`config.mk`:
```
export PLATFORM = sky130hd
export DESIGN_NAME = keypad_scanner
export DESIGN_NICKNAME = d
export VERILOG_FILES = /design/src/rtl/keypad_scanner.sv
export SDC_FILE = /design/constraint.sdc
export NUM_CORES = 1
export LEC_CHECK = 0
export BUFFER_PORTS_ARGS = -buffer_cell sky130_fd_sc_hd__buf_2
export CAP_MARGIN = 25
export CORE_ASPECT_RATIO = 0.9
export CORE_UTILIZATION = 56
export CTS_CLUSTER_SIZE = 24
export DETAILED_ROUTE_END_ITERATION = 8
export PLACE_DENSITY = 0.78
export SYNTH_ARGS = -nofsm -noshare
export SYNTH_HDL_FRONTEND = slang
export SYNTH_SLANG_ARGS = --single-unit
export TNS_END_PERCENT = 5
```
`constraint.sdc`:
```
create_clock -name clk -period 2 [get_ports clk]
set_clock_uncertainty 0.1 [all_clocks]
set_input_delay 0.6 -clock clk [delete_from_list [all_inputs] [get_ports clk]]
set_output_delay 0.6 -clock clk [all_outputs]
set_load 0.02 [all_outputs]
```
`src/rtl/keypad_scanner.sv`:
```
// 4x4 matrix keypad column sequencer with synchronized row capture and per-sweep key map publish.
// Optional KEYPAD_GHOST_REJECT_EN: hold the previous map when a completed sweep shows >= 3 keys.
module keypad_scanner #(
  parameter int unsigned SETTLE_CYCLES = 1000,
  parameter int unsigned SYNC_STAGES   = 2
) (
  input  logic        clk,
  input  logic        reset,
  input  logic        enable,
  input  logic [3:0]  rows,
  output logic [3:0]  cols,
  output logic [15:0] keys_pressed,
  output logic        scan_done
);

  localparam int unsigned CW = (SETTLE_CYCLES > 1) ? $clog2(SETTLE_CYCLES) : 1;
  localparam logic [CW-1:0] SETTLE_LAST = CW'(SETTLE_CYCLES - 1);

  localparam logic [0:0] IDLE = 1'b0;
  localparam logic [0:0] SCAN = 1'b1;

  logic [0:0]    state;
  logic [CW-1:0] settle_cnt;
  logic [1:0]    col;
  logic [15:0]   shadow;
  logic [15:0]   sweep_map;
  logic [15:0]   publish_map;
  logic [3:0]    sync_q [SYNC_STAGES];
  logic [3:0]    rows_sync;

  always_ff @(posedge clk) begin
    if (reset) begin
      for (int unsigned i = 0; i < SYNC_STAGES; i++) sync_q[i] <= '1;
    end else begin
      sync_q[0] <= rows;
      for (int unsigned i = 1; i < SYNC_STAGES; i++) sync_q[i] <= sync_q[i-1];
    end
  end

  assign rows_sync = sync_q[SYNC_STAGES-1];

  // Shadow map with the current column's freshly sampled rows merged in.
  always_comb begin
    sweep_map = shadow;
    for (int unsigned r = 0; r < 4; r++) sweep_map[{r[1:0], col}] = ~rows_sync[r];
  end

`ifdef KEYPAD_GHOST_REJECT_EN
  logic [4:0] key_count;

  always_comb begin
    key_count = '0;
    for (int unsigned i = 0; i < 16; i++) key_count = key_count + 5'(sweep_map[i]);
    publish_map = (key_count >= 5'd3) ? keys_pressed : sweep_map;
  end
`else
  assign publish_map = sweep_map;
`endif

  always_comb begin
    cols = 4'b1111;
    if (state == SCAN) cols = ~(4'b0001 << col);
  end

  always_ff @(posedge clk) begin
    if (reset) begin
      state        <= IDLE;
      settle_cnt   <= '0;
      col          <= '0;
      shadow       <= '0;
      keys_pressed <= '0;
      scan_done    <= 1'b0;
    end else begin
      scan_done <= 1'b0;
      case (state)
        IDLE: begin
          settle_cnt <= '0;
          col        <= '0;
          shadow     <= '0;
          if (enable) state <= SCAN;
        end
        SCAN: begin
          if (!enable) begin
            // Abort discards the partial sweep, even on a sample edge.
            state      <= IDLE;
            settle_cnt <= '0;
            col        <= '0;
            shadow     <= '0;
          end else if (settle_cnt == SETTLE_LAST) begin
            settle_cnt <= '0;
            col        <= col + 2'd1;
            if (col == 2'd3) begin
              keys_pressed <= publish_map;
              scan_done    <= 1'b1;
              shadow       <= '0;
            end else begin
              shadow <= sweep_map;
            end
          end else begin
            settle_cnt <= settle_cnt + 1'b1;
          end
        end
        default: state <= IDLE;
      endcase
    end
  end

endmodule

```
======== After elaboration in Yosys (flattened, before gate mapping) ========
Memories as Yosys holds them, arrays and structs flattened.
Cells that the tools add are included.
storage, ports and cells
  register bits ........................... 46
  bits in latches ......................... 0
  bits in writable memories ............... 8
  bits in read-only memories .............. 0
  input bits .............................. 7
  output and inout port bits .............. 21
  logic and storage cells ................. 67
  memories kept ........................... 1
memory list
  memory  words  bits a word  rd ports  clocked after memory_dff  wr ports  line  text
  sync_q  2      4            2         0                         2         28    logic [3:0] sync_q [SYNC_STAGES];
operators by class
  add/subtract/negate cells ............... 2
  multiply operators ...................... 0
  div/mod/pow operators ................... 0
  $lt $le $gt $ge ......................... 8
  eq/ne operators ......................... 3
  shifts and indexed selects .............. 1
  multiplexer cells ....................... 30
  bitwise logic cells ..................... 10
  reductions and logical operators ........ 6
operators by type and width
  cell                                                               count
  bitwise mux 16 bit                                                 4
  two-way mux 16 bit                                                 3
  one-hot mux 16 bit (2 select lines)                                1
  two-way mux 10 bit                                                 2
  one-hot mux 10 bit (2 select lines)                                1
  two-way mux 4 bit                                                  3
  adder 10 x 1 -> 10 bit, second input constant                      1
  equality test 10 bit, second input constant                        1
  < comparator 4 x 5 -> 1 bit, second input constant                 2
  two-way mux 1 bit                                                  9
  demux 1 bit (select 2 bit)                                         4
  greater-or-equal comparator 4 x 1 -> 1 bit, second input constant  2
  NOT 1 bit                                                          7
  < comparator 2 x 5 -> 1 bit, second input constant                 1
  < comparator 3 x 5 -> 1 bit, second input constant                 1
  logical AND 1 bit                                                  4
  two-way mux 2 bit                                                  2
  NOT 4 bit                                                          1
  one-hot mux 2 bit (2 select lines)                                 1
  AND reduction 4 bit                                                1
  OR reduction 4 bit                                                 1
  << shifter 1 x 2 -> 4 bit, first input constant                    1
  greater-or-equal comparator 3 x 1 -> 1 bit, second input constant  1
  != test 3 x 2 -> 1 bit, second input constant                      1
  4 further kinds                                                    5

======== Logic depth before layout (Yosys ltp) ========
  word-level depth ........................ 12
  mapped depth ............................ 8
  depth with buffers taken out ............ 6

======== Worst setup path before layout ========
OpenSTA, ideal clock, no wires.
  path type ............................... register to output
  from .................................... register col[0]
  to ...................................... output cols[3]
  arrival time ............................ 1130 ps
  required time ........................... 1300 ps
  setup slack ............................. 170 ps
  cell stages (with the launch flop) ...... 5
  path buffers ............................ 2
  path through ............................ dfxtp_1 -> ha_1 -> buf_2 -> clkbuf_1 -> nand2_1
between the ends
  word-level cells in the longest chain between the ends .. 3
RTL lines
  element                    line  text
  from (decl)                24    logic [1:0] col;
  from (signal assigned)     91    col <= col + 2'd1;
  << shifter 1 x 2 -> 4 bit  62    if (state == SCAN) cols = ~(4'b0001 << col);
  NOT 4 bit                  62
  two-way mux 4 bit          62
  to (decl)                  11    output logic [3:0] cols,
No other way between the ends.

======== Final worst setup path ========
  from .................................... register col[1]
  to ...................................... output cols[1]
Same word-level chain as after synthesis.

==> impl_summary.md <==
Die
The I/O pin count is 28. The core box area is between 3000 and 4000 µm². The starting density of the core is 0.5846. The initialized floorplan defines 21 standard-cell rows. The die outline area is roughly 4100 µm². The x dimension of the die is about 68 µm. The die is a little over 60 µm tall.

Final layout
The total number of nets in the final design is ~280. The number of non-filler instances in the completed layout is ~320. The number of diodes is 0. The finished cells cover around 2500 µm². The fraction of final layout cells sized beyond drive strength 1 is 0.2132. The area growth from synthesis to layout is 15.66%.

Flow run
The tool flagged a number of max-cap violations equal to 0.

Status
The flow ran to the end, and the final reports show no timing, DRC or antenna violations.

Yosys
The post-synthesis sequential element count is 54. The post-synthesis instance total is around 240. The number of warning messages in the yosys log is 0. When the netlist entered floorplanning its net count stood at between 200 and 300.

The dominant synthesized flop cell is sky130_fd_sc_hd__dfxtp_1. After synthesis, the most frequently instantiated cells are sky130_fd_sc_hd__dfxtp_1 (54), sky130_fd_sc_hd__nand2_1 (47), sky130_fd_sc_hd__a21oi_1 (16), sky130_fd_sc_hd__o211ai_1 (16), sky130_fd_sc_hd__nor2_1 (13). The post-synthesis average cell area is 9.062 µm².

In the post-synthesis netlist, the biggest area contributors are sky130_fd_sc_hd__dfxtp_1 (50%), sky130_fd_sc_hd__nand2_1 (8.1%), sky130_fd_sc_hd__o211ai_1 (5.5%), sky130_fd_sc_hd__a32o_1 (4.2%), sky130_fd_sc_hd__a21oi_1 (3.7%). The post-synthesis sequential area ratio is 0.4991. Counting flops with an async set or reset pin after synthesis yields a share of 0. The number of different library cells in the post-synthesis netlist is 33. The post-synth design cell area is around 2200 µm². Yosys mapped a number of flops with a built-in enable equal to 0. The synthesized design spends more area on one cell type than any other, namely sky130_fd_sc_hd__dfxtp_1. The share of synthesized area in the top cell type comes to 0.4991. The library cell with the highest instance count after synthesis is sky130_fd_sc_hd__dfxtp_1.

Global route
In the global route stage, overall resource usage came out at 0.2505. The total global routing overflow is 0. The via count of the first global-routing pass is 1585. The global-route wire length before repair is 7521 µm. The number of antenna violations at the first check in global routing was 0. The pin count of the biggest net entering global routing is 25.

Routing
The detailed router finished its first iteration with 91 violations. Dividing the detail-routed via count by the number of cells gives 5.664. Dividing the detail-routed wire length by the instance count gives around 14 µm.

The total vias in the final route is approximately 1800. The number of search-and-repair iterations in the first detailed-routing pass is 5. The final wirelength is between 4000 and 5000 µm. The number of routed nets with antenna violations is 0. The DRC violation count after routing is 0.

Critical path
The category of the worst setup path capture point is a primary output. Counting cells, the worst reg-to-reg path comes to 5. Among all stages on the critical path, the largest delay is contributed by sky130_fd_sc_hd__dfxtp_1. Data on the critical path is required at its endpoint by between 1000 and 1500 ps. The class of the most critical setup path is reg -> out. Counting buffers and inverters, the worst setup path is 4 cells deep. Together, buffers and inverters on the worst path number 2. Traced cell by cell, the critical path runs through inv_1 > ha_1 > nand2_1 > buf_2. The largest stage delay on the critical path is just under 400 ps.

The data arrival time of the critical path is approximately 1300 ps. The family of cells with the greatest summed delay on the critical path is flip-flops. The startpoint class of the critical path is a flop. The maximum fanout along the worst path is 3.

Timing
The highest achievable clock rate is 513.5 MHz. Summed over all failing endpoints, the final setup total negative slack is 0 ps. The final critical-path required period is 1947 ps.

The slew at the pin closest to its max-slew limit is slightly above 400 ps. The final max-slew violation count is 0. Setup violations remaining at the end of the flow were counted as 0. The worst pin sits at a relative slew slack of 0.7231.

Dividing the final minimum period by the clock period gives 0.9736. The hold violation count in the final report is 0.

Pwr
The net switching power figure is approximately 0.00037 W. The share of total power dissipated in sequential elements is 0.592. The share of total power in combinational logic is 0.018. The share of total power in the clock network is 0.390. VDD sags by at most between 0.6 and 0.7 mV. The cell-internal power is roughly 0.0015 W.

Of the total power, the share spent switching nets is 0.2027. Summed over all cells, the static leakage comes to around 0.92 nW. The power density over the cells is about 740 nW/µm².

Clock network
In this run, post-CTS hold repair placed 0 buffers. The largest buffer count on any clock path is 2. The sink count of the clock tree is between 50 and 60.

The buffer cell driving the clock tree root is sky130_fd_sc_hd__clkbuf_8. CTS built an H-tree with a depth of 2. Clock-pin slew was measured on the worst setup and hold paths at ~90 ps. The clock tree from TritonCTS is built.

The TritonCTS buffer count is 5. The clock latency reported for the late side of the worst-skew pair is 300 ps.

Placement
After detailed placement, the total cell area comes to between 2000 and 2500 µm². The number of placed instances, taps included is between 300 and 400. Input and output buffers added on the ports amount to 27. The weighted congestion reported at the end of routability-driven placement is a little under 0.8. Summed over all nets, the half-perimeter wirelength after detailed placement is around 3200 µm.

Min path
The path class of the lowest-slack min-delay path is reg -> reg. The depth of the worst hold-timing path is 1.
[per-layer routing]
layer / wire (µm) / vias to the layer above / track usage
met5: 0 / - / 0
met1: 2173 / 836 / 0.3302
met3: 162 / 5 / 0.04511
li1: - / 919 / -
met4: 45 / 0 / 0.08207
met2: 2193 / 41 / 0.4144
[flip-flops by register name, indices dropped and copies added (netlist names)]
name / cells
keys_pressed: 16
shadow: 16
settle_cnt: 10
sync_q: 8
col: 2
scan_done: 1
state: 1
[cell families (layout without fill, tap and decap cells)]
group,after synthesis,after routing,share of synthesized area
xor+xnor,8,8,0.03235
flops,54,54,0.4991
compound gates,49,49,0.1629
buf+inv,17,50,0.03466
fa+ha+maj,5,5,0.02889
simple gates,106,106,0.2421
[power by group through the flow]
stage	Clock, W	Combinational [W]	Sequential [W]
floorplan	0	0.0000195	0.00111
global placement	0	0.0000333	0.00112
detailed placement	0	0.0000340	0.00112
CTS	0.000724	0.0000341	0.00109
global route	0.000772	0.0000373	0.00109
finish	0.000720	0.0000341	0.00109
[path summary, 6_finish.rpt]
| check | start | endpoint | slack (ps) |
|---|---|---|---|
| max | col[1] | cols[1] | 50 |
| min | sync_q[0][0] | sync_q[0][4] | 320 |
| max reg2reg | settle_cnt[0] | shadow[11] | 130 |
| min reg2reg | sync_q[0][0] | sync_q[0][4] | 320 |
[metrics by stage]
stage | total power (W) | setup slack [ps] | util | hold slack [ps]
after global placement | 0.001151 | 185.8 | 0.6447 | 291.7
final | 0.001846 | 52.72 | 0.6761 | 315.5
after detailed placement | 0.001151 | 164.7 | 0.6447 | 293.7
after floorplan | 0.001133 | 170.4 | - | 289.5
after CTS | 0.001850 | 40.25 | 0.6748 | 316.2
after global routing | 0.001903 | -6.364 | 0.6761 | 332.3
[layout by cell type (no fill, tap or decap), types with 3 or more instances in the layout]
cell type and n:
sky130_fd_sc_hd__dfxtp_1 53, sky130_fd_sc_hd__and2_1 3, sky130_fd_sc_hd__nand2_1 47, sky130_fd_sc_hd__o2111ai_1 3, sky130_fd_sc_hd__and4_1 3, sky130_fd_sc_hd__a22oi_1 3, sky130_fd_sc_hd__nor2_1 13, sky130_fd_sc_hd__clkbuf_8 5
sky130_fd_sc_hd__buf_4 13, sky130_fd_sc_hd__xor2_1 3, sky130_fd_sc_hd__or2_2 8, sky130_fd_sc_hd__nor3_1 8, sky130_fd_sc_hd__ha_1 3, sky130_fd_sc_hd__buf_2 27, sky130_fd_sc_hd__and3_1 6, sky130_fd_sc_hd__xnor2_1 5
sky130_fd_sc_hd__nand3_1 3, sky130_fd_sc_hd__or3_1 3, sky130_fd_sc_hd__o211ai_1 16, sky130_fd_sc_hd__a32o_1 9, sky130_fd_sc_hd__a21oi_1 16
[worst register-to-register path, cell delays in order, from the launching register on]
cell and delay, ps:
sky130_fd_sc_hd__dfxtp_1 360, sky130_fd_sc_hd__ha_1 260, sky130_fd_sc_hd__and4bb_1 270, sky130_fd_sc_hd__and4_1 350, sky130_fd_sc_hd__nand2_1 200, sky130_fd_sc_hd__and3_1 230
[cell type report]
type,instances,area [µm²]
inverter,2,7.507
timing repair buffer,40,232.7
sequential,54,1082
tap,46,57.56
clock buffer,6,72.57
multi-input combinational,168,1015
fill,308,1200
clock inverter,2,37.54
[repair_timing]
action,in CTS,in global routing
gates cloned,0,0
setup buffers,0,0
endpoints found under the setup margin,1,2
pin swaps,0,0
gates resized for setup,1,2
Note: power is estimated with default switching activity, not from simulation.
